==> src/rtl/mult_result_fifo.sv <==
// mult_result_fifo: result queue behind the 4x4 shift-add multiplier.
// Captures one product per Done rising edge, buffers it in a small FIFO
// with a valid/ready output, keeps a running sum of accepted products and
// throttles the multiplier through st_en while no result slot is free.
module mult_result_fifo #(
    parameter int DEPTH  = 4,
    parameter int PROD_W = 8,
    parameter int SUM_W  = 12
) (
    input  logic                       clk,
    input  logic                       rst,
    input  logic                       Done,
    input  logic [8:0]                 ACC,
    output logic                       st_en,
    output logic                       out_valid,
    input  logic                       out_ready,
    output logic [PROD_W-1:0]          out_data,
    output logic [$clog2(DEPTH):0]     count,
    output logic                       full,
    output logic                       empty,
    output logic [SUM_W-1:0]           sum,
    output logic                       overflow,
    output logic                       drop,
    output logic                       acc_err
);

    localparam int AW = $clog2(DEPTH);
    localparam int CW = AW + 1;

    // Adds a zero-extended product to the running sum and returns
    // {carry, wrapped sum}; the carry feeds the sticky overflow flag.
    function automatic logic [SUM_W:0] add_wrap(
        input logic [SUM_W-1:0]  acc_sum,
        input logic [PROD_W-1:0] prod
    );
        logic [SUM_W:0] ext_sum;
        logic [SUM_W:0] ext_prod;
        ext_sum  = {1'b0, acc_sum};
        ext_prod = {{(SUM_W + 1 - PROD_W){1'b0}}, prod};
        return ext_sum + ext_prod;
    endfunction

    // Next occupancy: +1 on push only, -1 on pop only, else unchanged.
    function automatic logic [CW-1:0] next_count(
        input logic [CW-1:0] cur,
        input logic          do_push,
        input logic          do_pop
    );
        logic [CW-1:0] res;
        res = cur;
        if (do_push && !do_pop) begin
            res = cur + 1'b1;
        end else if (!do_push && do_pop) begin
            res = cur - 1'b1;
        end
        return res;
    endfunction

    logic [PROD_W-1:0] mem [DEPTH];
    logic [AW-1:0]     wr_ptr;
    logic [AW-1:0]     rd_ptr;
    logic              done_q;
    logic              cap;
    logic              pop;
    logic              push;
    logic              lost;
    logic [SUM_W:0]    sum_next;

    // Status and handshake decode from the occupancy counter.
    always_comb begin
        full      = (count == CW'(DEPTH));
        empty     = (count == '0);
        st_en     = ~full;
        out_valid = ~empty;
        out_data  = empty ? '0 : mem[rd_ptr];
    end

    // Event decode: one capture per Done rising edge; a pop in the same
    // cycle frees the slot a capture into a full FIFO needs.
    always_comb begin
        cap      = Done & ~done_q;
        pop      = out_valid & out_ready;
        push     = cap & (~full | pop);
        lost     = cap & full & ~pop;
        sum_next = add_wrap(sum, ACC[PROD_W-1:0]);
    end

    // Done edge detector; held at 1 in reset so a Done that is already
    // high when reset releases is not mistaken for a new result.
    always_ff @(posedge clk) begin
        if (rst) begin
            done_q <= 1'b1;
        end else begin
            done_q <= Done;
        end
    end

    // FIFO storage; contents are don't-care until a pointer covers them.
    always_ff @(posedge clk) begin
        if (push) begin
            mem[wr_ptr] <= ACC[PROD_W-1:0];
        end
    end

    // Pointers and occupancy; pointers wrap naturally at the power-of-2 depth.
    always_ff @(posedge clk) begin
        if (rst) begin
            wr_ptr <= '0;
            rd_ptr <= '0;
            count  <= '0;
        end else begin
            if (push) begin
                wr_ptr <= wr_ptr + 1'b1;
            end
            if (pop) begin
                rd_ptr <= rd_ptr + 1'b1;
            end
            count <= next_count(count, push, pop);
        end
    end

    // Running sum of accepted products and the sticky error flags.
    always_ff @(posedge clk) begin
        if (rst) begin
            sum      <= '0;
            overflow <= 1'b0;
            drop     <= 1'b0;
            acc_err  <= 1'b0;
        end else begin
            if (push) begin
                sum <= sum_next[SUM_W-1:0];
                if (sum_next[SUM_W]) begin
                    overflow <= 1'b1;
                end
            end
            if (lost) begin
                drop <= 1'b1;
            end
            if (cap && ACC[8]) begin
                acc_err <= 1'b1;
            end
        end
    end

endmodule

==> config.mk <==
export PLATFORM = sky130hd
export DESIGN_NAME = mult_result_fifo
export DESIGN_NICKNAME = d
export VERILOG_FILES = /design/src/rtl/mult_result_fifo.sv
export SDC_FILE = /design/constraint.sdc
export NUM_CORES = 1
export LEC_CHECK = 0
export ABC_AREA = 1
export CAP_MARGIN = 25
export CORE_ASPECT_RATIO = 1.75
export CORE_MARGIN = 4
export CORE_UTILIZATION = 43
export DETAILED_ROUTE_END_ITERATION = 6
export PLACE_DENSITY = 0.64
export SLEW_MARGIN = 10
export SYNTH_ARGS = -nofsm -noshare
export SYNTH_HDL_FRONTEND = slang
export SYNTH_SLANG_ARGS = --single-unit
==> constraint.sdc <==
create_clock -name clk -period 4.05 [get_ports clk]
set_input_delay 0.405 -clock clk [delete_from_list [all_inputs] [get_ports clk]]
set_output_delay 0.405 -clock clk [all_outputs]
set_load 0.01 [all_outputs]
# --- Word-level counts from Yosys, hierarchy flattened ---
# Memories as Yosys holds them, arrays and structs flattened. A register that Yosys moved wholly into a read port is not among the register bits.
# Cells that the tools add are included.
totals:
  mem_bits_rw: 32
  regBits: 23
  inputBits: 13
  mem_count: 1
memory_table:
  columns: ["name", "words", "word_bits", "read_ports", "rd_clocked_by_memory_dff", "wr", "line_no", "text"]
  rows:
  - ["mem", 4, 8, 1, 1, 1, "59", "logic [PROD_W-1:0] mem [DEPTH];"]
op_classes:
  reduce_logical: 8
  n_mux: 7
  eq_ne: 1
  n_addsub: 5
  bitwise: 10
op_table:
  columns: ["cell", "count"]
  rows:
  - ["$add A12 B8 Y13", 1]
  - ["$mux W8", 1]
  - ["$mux W3", 2]
  - ["$and A1 B1 Y1", 5]
  - ["$add A2 B1 Y2 const B", 2]
  - ["$mux W2", 2]
  - ["$not A1 Y1", 4]
  - ["$add A3 B1 Y3 const B", 1]
  - ["$eq A3 B3 Y1 const B", 1]
  - ["$logic_and A1 B1 Y1", 3]
  - ["$logic_not A3 Y1", 1]
  - ["$sub A3 B1 Y3 const B", 1]
  - ["$logic_not A1 Y1", 2]
  - ["$mux W1", 2]
  - ["$reduce_and A2 Y1", 1]
  - ["$reduce_bool A2 Y1", 1]
  - ["$or A1 B1 Y1", 1]

# --- Depth between registers and ports, before layout ---
# Gate-level depths: netlist (run 1).
logic_depth:
  depth_word: 9
  mapped_depth: 12
  ltp_nobuf: 12

# --- Least setup slack after synthesis (run 1) ---
# OpenSTA, ideal clock, no wires.
synth_timing:
  path_type: "register to register"
  startpoint: "register count[0]"
  endpoint: "register count[2]"
  required_time_ps: 3928
  path_stages_with_launch: 13
  n_path_buf: 1
  synth_period_minus_slack_ps: 2009
  arrival_ps: 1887
  slack_ps: 2041
  cell_sequence: "dfxtp_1 -> nor2_2 -> nand3_2 -> nand2_2 -> inv_2 -> buf_6 -> ha_1 -> inv_1 -> fa_1 -> a21oi_1 -> o21ai_0 -> o21ai_0 -> a21oi_1"
synth_via:
  elab_chain_cells: 8
synth_rtl:
  columns: ["element", "line_no", "text"]
  rows:
  - ["start, declared", "18", "output logic [$clog2(DEPTH):0] count,"]
  - ["start signal, assigned", "118", "count <= next_count(count, push, pop);"]
  - ["$logic_not A3 Y1", "72", "empty = (count == '0);"]
  - ["$not A1 Y1", "74", "out_valid = ~empty;"]
  - ["$and A1 B1 Y1", "82", "pop = out_valid & out_ready;"]
  - ["$or A1 B1 Y1 (*)", "83", "push = cap & (~full | pop);"]
  - ["$and A1 B1 Y1 (*)", "83", null]
  - ["via push", "65", "logic push;"]
  - ["$logic_not A1 Y1", "53", "end else if (!do_push && do_pop) begin"]
  - ["$logic_and A1 B1 Y1", "53", null]
  - ["$reduce_bool A2 Y1 (no line)", null, null]
# The timed path passes the listed nets; every way through them passes the cells marked *. The select of a mux whose other input is x is not followed.
# A chain may end at the register's enable or synchronous reset.

==> results of run 1 <==
-- stage by stage --
| stage | utilization, % | hold WS (ps) | power, mW |
|---|---|---|---|
| after CTS | 54.30 | 459.3 | 1.769 |
| after floorplan | - | 441.6 | 1.042 |
| after global placement | 51.69 | 442.1 | 1.316 |
| after global routing | 54.30 | 482.3 | 1.867 |
| after detailed placement | 51.69 | 446.0 | 1.326 |
| final | 54.30 | 454.0 | 1.739 |
-- final timing paths --
kind / to / depth (start not counted)
min reg2reg: overflow / 2
min: overflow / 2
max reg2reg: count[2] / 11
max: out_data[6] / 4
-- synth_stat cells --
cell and n:
nor2_1 63, nand2_1 41, edfxtp_1 32, inv_1 32, a21oi_1 25, dfxtp_1 25
o21ai_0 25, nand3_1 16, ha_1 13, buf_2 4, nand2_2 3, nand3_2 3
xnor2_1 3, buf_4 2, fa_1 2, inv_2 2, nor2_4 2, o21ai_1 2
a211oi_2 1, a21boi_0 1, a21oi_4 1, a31oi_1 1, and2_4 1, buf_6 1
clkbuf_2 1, inv_4 1, nor2_2 1, or2_1 1, xor2_1 1
-- critical path, stage by stage, from the launching register on --
cell and delay (ps):
dfxtp_1 670, inv_2 230, o21ai_0 230, a21oi_1 90, clkdlybuf4s50_1 480
-- cells in the final DEF (no fill, tap or decap), types with 2 or more instances in the layout --
master / instances
nand3_2: 3
o21ai_1: 2
nor2_1: 63
ha_1: 13
clkdlybuf4s50_1: 42
fa_1: 2
nand2_2: 3
a21oi_1: 25
nor2_4: 2
edfxtp_1: 32
dfxtp_1: 25
inv_1: 32
clkinvlp_4: 2
clkbuf_8: 9
xnor2_1: 3
o21ai_0: 25
nand2_1: 41
clkinv_2: 4
nand3_1: 16
inv_2: 2
-- power groups by stage --
stage          combinational (mW)  sequential, mW  clock, mW
5_1_grt                     0.673           0.716      0.478
4_1_cts                     0.607           0.710      0.452
2_1_floorplan               0.340           0.702          0
3_5_place_dp                0.605           0.722          0
6_report                    0.596           0.707      0.436
3_3_place_gp                0.596           0.721          0
-- flip-flops by register name (all words and copies together), names as in the netlist, named ones only --
register / flops
count: 3
done_q: 1
overflow: 1
acc_err: 1
wr_ptr: 2
rd_ptr: 2
sum: 12
drop: 1
mem: 32
-- cell families (layout without fill, tap and decap cells) --
| kind of cell | Yosys count | in the layout | synth area share (%) |
|---|---|---|---|
| adders and majority gates | 15 | 15 | 7.371 |
| DFF | 57 | 57 | 53.14 |
| and+or+nand+nor | 131 | 131 | 20.47 |
| buffers and inverters | 43 | 93 | 6.733 |
| AOI/OAI and AO/OA | 56 | 56 | 11.01 |
| xor gates and xnor gates | 4 | 4 | 1.274 |
-- area by class of cell --
cell class / count / area [um2]
multi-input combinational: 206 / 1104
clock inverter: 6 / 35.03
fill: 584 / 2846
inverter: 35 / 133.9
timing repair buffer: 42 / 420.4
tap: 80 / 100.1
sequential: 57 / 1461
clock buffer: 10 / 127.6
-- routing by layer --
metal  GRT usage, %  vias up  part of all wire (%)  routed length (um)
met5              0        -                     0                   0
met4          6.906        0                   1.8                 102
met3          3.645        9                   3.5                 195
met2          28.59       38                    55                3053
met1          18.19      940                    40                2205
li1               -     1099                     -                   -
==> key figures, run 1 <==
Pwr
  • Static leakage: 1.352 nW
  • Register share of total power: 40.7%
  • Pwr dens: 514.1 nW/um2
  • Part of the power in combinational logic: 34.3%
  • VDD IR max: 0.0003246 V
  • Int Pwr: 1.156 mW
  • Switching portion of total power: 33.52%
  • Clock Power Share: 25.1%
  • Switch Pwr: 582.9 uW

Logic synthesis
  • Library cells used by synthesis: 29
  • Most area-consuming cells after synthesis: edfxtp_1 (35%), dfxtp_1 (18%), nor2_1 (8.6%)
  • Share of the synthesized area in the top cell type: 34.94%
  • Synthesis-stage register bit count: 57
  • Mapped Cells: 306
  • Post-synthesis net count: 334
  • Syn Std Cell Area: 2750 um2
  • Largest area contributor in the netlist: edfxtp_1
  • Yosys warns: 0
  • Seq/Total Area, Yosys: 53.14%
  • Mean post-synth cell area: 8.987 um2

Min path
  • Hold Path Class: reg2reg
  • Hold path start: overflow

Timing
  • Setup_tns: 0 ps
  • Final WS setup: 1613 ps
  • Final Hold Fails: 0
  • Setup violators final: 0
  • Tmin final: 2437 ps
  • Count of pins over their slew limit: 0
  • Rel. slew slack: 46.34%
  • Final Skew: 6.148 ps
  • Final Cycle Share: 60.16%
  • RSZ-0062 raised after global routing: no
  • Peak Freq: 0.4104 GHz
  • Slew @ Worst Pin: 801.9 ps

Final layout
  • Non-filler instance count after layout: 436
  • Post-route design area: 3382 um2
  • N_diodes: 0
  • Share of cells above drive strength 1: 8.427%
  • Final #Nets: 379
  • Area Overhead vs Synth: 22.98%

Drt
  • DR WL/cell: 12.75 um
  • # DRC: 0
  • Remaining antenna violation count: 0
  • Final wirelength: 5.557 mm
  • Drt first pass iters: 4
  • Via count: 2086
  • Iter 0 DRT Violations: 64
  • Vias per inst: 4.784

Clock network
  • CTS max path bufs: 2
  • Clock-pin transition on the worst setup and hold timing paths: 60 ps
  • Worst-skew pair later-pin latency: 330 ps
  • TritonCTS clock tree: built
  • Clock root buffer: clkbuf_8
  • Hold bufs inserted after CTS: 0
  • TritonCTS buffer count: 9
  • H-tree depth: 3
  • Clock Sinks: 57
  • Postcts setup bufs: 0
  • Post-CTS Resized: 0

Global routing
  • Largest net degree at the start of global routing: 20
  • First-pass GRT wire length: 9.425 mm
  • GRT overflow: 0
  • Antenna violations before repair: 0
  • Vias in the first global route: 2055
  • GR Util All Layers: 16.31%

Outcome
  • Status: finished, final reports clean

Job
  • Max Cap Viol: 0

Worst setup path
  • Crit-path max FO: 17
  • CP Data Arrival Time: 2030 ps
  • Flop2flop setup slack: 1770 ps
  • Crit path launch type: flop
  • FF-to-FF Start: count[0]
  • Critical path class: reg2out
  • Worst EP required: 3640 ps
  • CP Capture Type: output port

Placement
  • Setup WS pre-CTS: 1282 ps
  • GPL Wtd Cong: 0.8155
  • Dpl hpwl: 4.143 mm
  • Count of buffers from port buffering: 42
  • Placed Cells incl. Taps: 420
  • DP Area: 3219 um2

Floorplanning
  • Die width: 68.46 um
  • Cell Rows: 38
  • Die H: 113.8 um
  • Initial core utilization: 44.15%
  • Area of the core: 6228 um2
  • Boundary Pins: 43
  • Die ar.: 7790 um2
(Power assumes the default switching activity.)
==> run 2, diff against run 1 <==
PLACE_DENSITY = 0.67   (was 0.64)
clock period = 1.95 ns   (was 4.05 ns; I/O delays follow)
==> run 2 against run 1 <==
  * Routed wire length increased by 3.1%
  * Global-route usage increased by 0.59 points
  * Critical endpoint is now count[2]
  * Utilization increased by 3.7 points
==> key figures, run 2 (synthesis gave the netlist of run 1 again) <==
Global routing
  • First-pass GRT wire length: 9.729 mm (+3.2%)
  • Antenna violations before repair: 0 (unchanged)
  • GRT overflow: 0 (unchanged)
  • GRT busiest layer: met2
  • Grt met3 use: 4.828% (+1.2 points)
  • Vias in the first global route: 2200 (+7.1%)
  • Met2 usage: 29.93% (+1.3 points)
  • Largest net degree at the start of global routing: 19 (-5.0%)
  • Routing usage on met1: 17.26% (-0.93 points)
  • GR Util All Layers: 16.90% (+0.59 points)

Worst setup path
  • Critical-path cell list: nor2_2, buf_4, nand3_2, nand2_2, inv_2, ha_1, inv_1, fa_1, a21oi_1, o21ai_1, o21ai_1, a21oi_1
  • Delay of the slowest cell on the worst path: 380 ps (-290 ps)
  • Buffers & Inverters on Critical Path: 3 (+1)
  • CP Capture Type: flop
  • CP Launch Point: count[1]
  • Slowest cell on crit path: fa_1
  • Family with the most delay on the worst path: adder cells
  • Critical path class: reg2reg
  • Crit path launch type: flop
  • Crit-path max FO: 4 (-13)
  • Crit path depth: 12 (+8)
  • CP Data Arrival Time: 2020 ps (about the same)
  • Cells on worst reg2reg path: 12 (+1)
  • FF-to-FF Start: count[1]
  • Worst EP required: 2160 ps (-1480 ps)

Clock network
  • Clock root buffer: clkbuf_8
  • TritonCTS buffer count: 9 (unchanged)
  • Hold bufs inserted after CTS: 0 (unchanged)
  • Clock-pin transition on the worst setup and hold timing paths: 60 ps (about the same)
  • TritonCTS clock tree: built
  • H-tree depth: 3 (unchanged)
  • CTS max path bufs: 2 (unchanged)
  • Clock Sinks: 57 (unchanged)
  • Worst-skew pair later-pin latency: 330 ps (about the same)

Timing
  • Setup violators final: 0 (unchanged)
  • Count of pins over their slew limit: 0 (unchanged)
  • Slew @ Worst Pin: 457.3 ps (-344.5 ps)
  • Hold slack final: 432.3 ps (-21.72 ps)
  • Final Hold Fails: 0 (unchanged)
  • Rel. slew slack: 69.48% (+23 points)
  • Peak Freq: 0.5519 GHz
  • Final Cycle Share: 92.91%
  • RSZ-0062 raised after global routing: no
  • Setup_tns: 0 ps (unchanged)
  • Tmin final: 1812 ps
  • Final Skew: 6.910 ps (+0.7619 ps)

Final layout
  • Most flops, register: mem
  • Area Overhead vs Synth: 31.44%
  • N_diodes: 0 (unchanged)
  • Largest register FFs: 32 (unchanged)
  • Largest registers: mem x32, sum x12, count x3
  • Share of cells above drive strength 1: 15.18% (+6.8 points)
  • Commonest non-fill, non-tap cells in the layout: nor2_1 (63), nand2_1 (40), clkdlybuf4s50_1 (33), inv_1 (32), edfxtp_1 (32)
  • Final #Nets: 405 (+6.9%)
  • Most common cell after layout, fill and taps aside: nor2_1

Floorplanning
  • Die ar.: 7790 um2 (unchanged)
  • Boundary Pins: 43 (unchanged)
  • Die H: 113.8 um (unchanged)
  • Cell Rows: 38 (unchanged)
  • Area of the core: 6228 um2 (unchanged)
  • Initial core utilization: 44.15% (unchanged)
  • Die width: 68.46 um (unchanged)

Job
  • Max Cap Viol: 0 (unchanged)

Drt
  • DR WL/cell: 12.40 um (-2.7%)
  • Drt first pass iters: 4 (unchanged)
  • # DRC: 0 (unchanged)
  • Vias per inst: 4.723 (-1.3%)
  • Remaining antenna violation count: 0 (unchanged)
  • Iter 0 DRT Violations: 46 (-28%)
  • Final wirelength: 5.731 mm (+3.1%)
  • Via count: 2182 (+4.6%)

Placement
  • Dpl hpwl: 4.420 mm (+6.7%)
  • GPL Wtd Cong: 0.8049 (-1.3%)
  • Count of buffers from port buffering: 42 (unchanged)

Pwr
  • Pwr dens: 1067 nW/um2 (+110%)
  • Static leakage: 1.541 nW (+14%)
  • VDD IR max: 0.0009252 V (+180%)

Min path
  • Hold path start: ACC[8]
  • Hold Path Class: in2reg
  • Hold Path Cell Cnt: 3 (+1)

Outcome
  • Status: finished, final reports clean
-- run 2: changes by cell type in the layout (fill, tap and decap cells not counted), moves of 2 or more --
| cell | delta |
|---|---|
| dlygate4sd2_1 | +5 |
| clkdlybuf4s50_1 | -9 |
| dlymetal6s2s_1 | +2 |
| clkinv_2 | -2 |
| clkinvlp_4 | -2 |
| dfxtp_2 | +2 |
| dfxtp_1 | -3 |
| clkdlybuf4s15_1 | +2 |
| o21ai_1 | +2 |
| buf_4 | +25 |
| o21ai_0 | -2 |
-- run 2: layout make-up --
class                           count  area (um2)
Timing Repair Buffer               68       618.1
Sequential cell                    57        1468
Clock inverter                      4       43.79
Fill cell                         556        2614
Clock buffer                       12       145.1
Multi-Input combinational cell    206        1106
Inverter                           35       133.9
Tap cell                           80       100.1
-- run 2: metrics by stage --
step	utilization, %	worst slack (ps)	area [um2]	power (mW)	instances
finish	58.04	138.2	3615	3.857	462
global route	58.04	1.057	3615	4.119	462
CTS	57.87	1.108	3605	3.905	462
detailed placement	54.66	-109.7	3405	2.899	444
global placement	54.66	-65.16	3405	2.878	444
floorplan	-	23.12	2755	2.177	306
-- run 2: final timing paths --
kind	slack, ps	to
setup / recovery	140	count[2]
hold / removal	430	acc_err
setup reg to reg	140	count[2]
hold reg to reg	460	overflow
-- run 2: where the power goes --
group / internal, mW / leakage [nW] / total (mW) / switching [mW]
clock network: 0.617 / 0.0978 / 1.04 / 0.424
logic: 0.666 / 0.949 / 1.39 / 0.722
registers: 1.36 / 0.494 / 1.43 / 0.0658
total: 2.65 / 1.54 / 3.86 / 1.21
-- run 2: layer usage --
metal	vias to the layer above	routed length [um]	part of all wire, %
li1	1147	-	-
met2	46	3146	55
met5	-	0	0
met1	975	2168	38
met3	14	244	4.3
met4	0	172	3.0
-- run 2: worst min-delay path, delay by kind of cell --
kind            cells  cell delay (ps)
simple gates        1               60
buf+inv             1              400
compound gates      1               50
-- run 2: what timing repair did --
action	4_1_cts	5_1_grt
hold endpoints to repair	0	0
resized for setup	9	7
gates cloned	0	0
setup buffers	2	0
pin swaps	0	0
endpoints found under the setup margin	8	5
==> run 3, diff against run 2 <==
CORE_ASPECT_RATIO = not set   (was 1.75)
==> run 3 against run 2 <==
  * Worst setup slack better by 24 ps
  * Sequential cell count is the same
  * Critical path depth unchanged
  * First-iteration DRC count up 140%
  * Routed wire length is 3.1% higher
  * Critical path type unchanged
  * Largest cell class unchanged
  * Highest routed layer unchanged
==> key figures, run 3 (synthesis gave the netlist of run 1 again) <==
Outcome
  • Status: finished, final reports clean

Final layout
  • Largest registers: mem x32, sum x12, count x3
  • Largest register FFs: 32 (unchanged)
  • Commonest non-fill, non-tap cells in the layout: nor2_1 (63), nand2_1 (40), clkdlybuf4s50_1 (33), inv_1 (32), edfxtp_1 (32)
  • Share of cells above drive strength 1: 15.93% (+0.74 points)
  • Multi-input gate area in the final layout: 1111 um2 (+0.45%)
  • N_diodes: 0 (unchanged)
  • Fill cell count: 547 (-1.6%)
  • FF/Latch Area: 1469 um2 (about the same)
  • Post-route design area: 3630 um2 (+0.42%)
  • Final #Nets: 406 (+0.25%)
  • Finished Core Util: 59.89% (+1.9 points)
  • Most flops, register: mem
  • Area Overhead vs Synth: 31.98%
  • Most common cell after layout, fill and taps aside: nor2_1

Drt
  • Drt first pass iters: 4 (unchanged)
  • Iter 0 DRT Violations: 109 (+140%)
  • Final wirelength: 5.910 mm (+3.1%)
  • # DRC: 0 (unchanged)
  • Via count: 2207 (+1.1%)
  • Vias per inst: 4.819 (+2.0%)
  • DR WL/cell: 12.90 um (+4.0%)
  • Remaining antenna violation count: 0 (unchanged)

Global routing
  • Vias in the first global route: 2152 (-2.2%)
  • GR Util All Layers: 16.85% (-0.052 points)
  • First-pass GRT wire length: 9.694 mm (-0.36%)
  • GRT overflow: 0 (unchanged)
  • Largest net degree at the start of global routing: 19 (unchanged)
  • Antenna violations before repair: 0 (unchanged)

Job
  • Max Cap Viol: 0 (unchanged)

Worst setup path
  • Critical path class: reg2reg
  • Worst EP required: 2160 ps (about the same)
  • CP Capture Type: flop
  • Buffers & Inverters on Critical Path: 3 (unchanged)
  • Crit-path max FO: 3 (-1)
  • Crit path launch type: flop
  • Critical-path cell list: nor2_4, nand2_2, inv_4, nor2_4, inv_1, ha_1, inv_1, fa_1, a21oi_1, o21ai_0, o21ai_1, a21oi_1
  • CP Data Arrival Time: 2000 ps (-20 ps)
  • Delay of the slowest cell on the worst path: 370 ps (about the same)
  • Slowest cell on crit path: fa_1
  • Family with the most delay on the worst path: adder cells

Min path
  • Hold Path Class: in2reg

Timing
  • Final Skew: 11.65 ps (+4.744 ps)
  • RSZ-0062 raised after global routing: no
  • Final Cycle Share: 91.68% (-1.2 points)
  • Final Hold Fails: 0 (unchanged)
  • Tmin final: 1788 ps (-24.10 ps)
  • Count of pins over their slew limit: 0 (unchanged)
  • Rel. slew slack: 70.33% (+0.86 points)
  • Slew @ Worst Pin: 444.5 ps (-12.85 ps)
  • Setup violators final: 0 (unchanged)
  • Peak Freq: 0.5594 GHz (+1.3%)

Pwr
  • VDD IR max: 0.0007297 V (-21%)
  • Static leakage: 1.544 nW (+0.20%)
  • Pwr dens: 1092 nW/um2 (+2.4%)

Clock network
  • Hold bufs inserted after CTS: 0 (unchanged)
  • Clock-pin transition on the worst setup and hold timing paths: 60 ps (about the same)
  • Worst-skew pair later-pin latency: 330 ps (about the same)
  • Clock Sinks: 57 (unchanged)
  • TritonCTS clock tree: built
  • Clock root buffer: clkbuf_8
  • H-tree depth: 3 (unchanged)
  • TritonCTS buffer count: 9 (unchanged)
  • CTS max path bufs: 2 (unchanged)

Floorplanning
  • Cell Rows: 28 (-26%)
  • Initial core utilization: 45.38% (+1.2 points)
  • Die H: 87.97 um (-23%)
  • Boundary Pins: 43 (unchanged)
  • Die width: 87.97 um (+29%)
  • Die ar.: 7739 um2 (-0.66%)
  • Area of the core: 6061 um2 (-2.7%)

Placement
  • GPL Wtd Cong: 0.7796 (-3.1%)
  • Dpl hpwl: 4.191 mm (-5.2%)
  • Count of buffers from port buffering: 42 (unchanged)
  • DP Area: 3421 um2 (+0.48%)
run 3: changes by cell type in the layout (fill, tap and decap cells not counted), moves of 2 or more:
cell,previous run,this run
buf_4,25,27
clkdlybuf4s15_1,2,0
dlygate4sd2_1,5,9
dlymetal6s2s_1,2,0
run 3: per-stage QoR:
stage	setup slack, ps	power (mW)	instances	setup TNS [ps]	hold WS (ps)
global placement	-73.34	2.892	442	-78.39	440.0
floorplan	23.12	2.177	306	0	293.9
finish	162.3	3.965	458	0	427.1
global route	10.65	4.199	458	0	427.8
CTS	68.01	4.001	458	0	413.7
detailed placement	-114.4	2.911	442	-254.7	446.1
run 3: worst min-delay path, delay by kind of cell:
family	cells	cell delay (ps)
buffers and inverters	1	400
AND/OR/NAND/NOR	1	60
AO/OA/AOI/OAI	1	50
run 3: repair_timing:
action,4_1_cts,5_1_grt
pin swaps,0,0
resized for setup,12,2
endpoints found under the setup margin,9,1
buffers inserted,0,0
hold endpoints to repair,0,0
run 3: power by group:
group | internal (mW) | total, mW | switching [mW]
Sequential | 1.36 | 1.44 | 0.0762
Combinational | 0.627 | 1.36 | 0.731
Clock | 0.713 | 1.17 | 0.455
Total | 2.70 | 3.97 | 1.26
run 3: final cells by class:
| type | count | area share [%] |
|---|---|---|
| Sequential cell | 57 | 40.47 |
| Clock inverter | 6 | 2.275 |
| Inverter | 35 | 3.688 |
| Clock buffer | 10 | 3.516 |
| Tap cell | 75 | 2.585 |
| Timing Repair Buffer | 69 | 16.86 |
| Multi-Input combinational cell | 206 | 30.61 |
run 3: layer usage:
metal | global-route usage [%] | up-vias | share of wire, %
met4 | 8.368 | 0 | 1.6
met2 | 28.01 | 53 | 47
met3 | 3.951 | 7 | 4.7
li1 | - | 1155 | -
met5 | 0 | - | 0
met1 | 20.46 | 992 | 46
run 3: final timing paths:
path            start        to  slack, ps  cells past startpoint
max          count[0]  count[2]        160                     12
min            ACC[8]   acc_err        430                      3
max reg2reg  count[0]  count[2]        160                     12
min reg2reg   acc_err   acc_err        460                      2
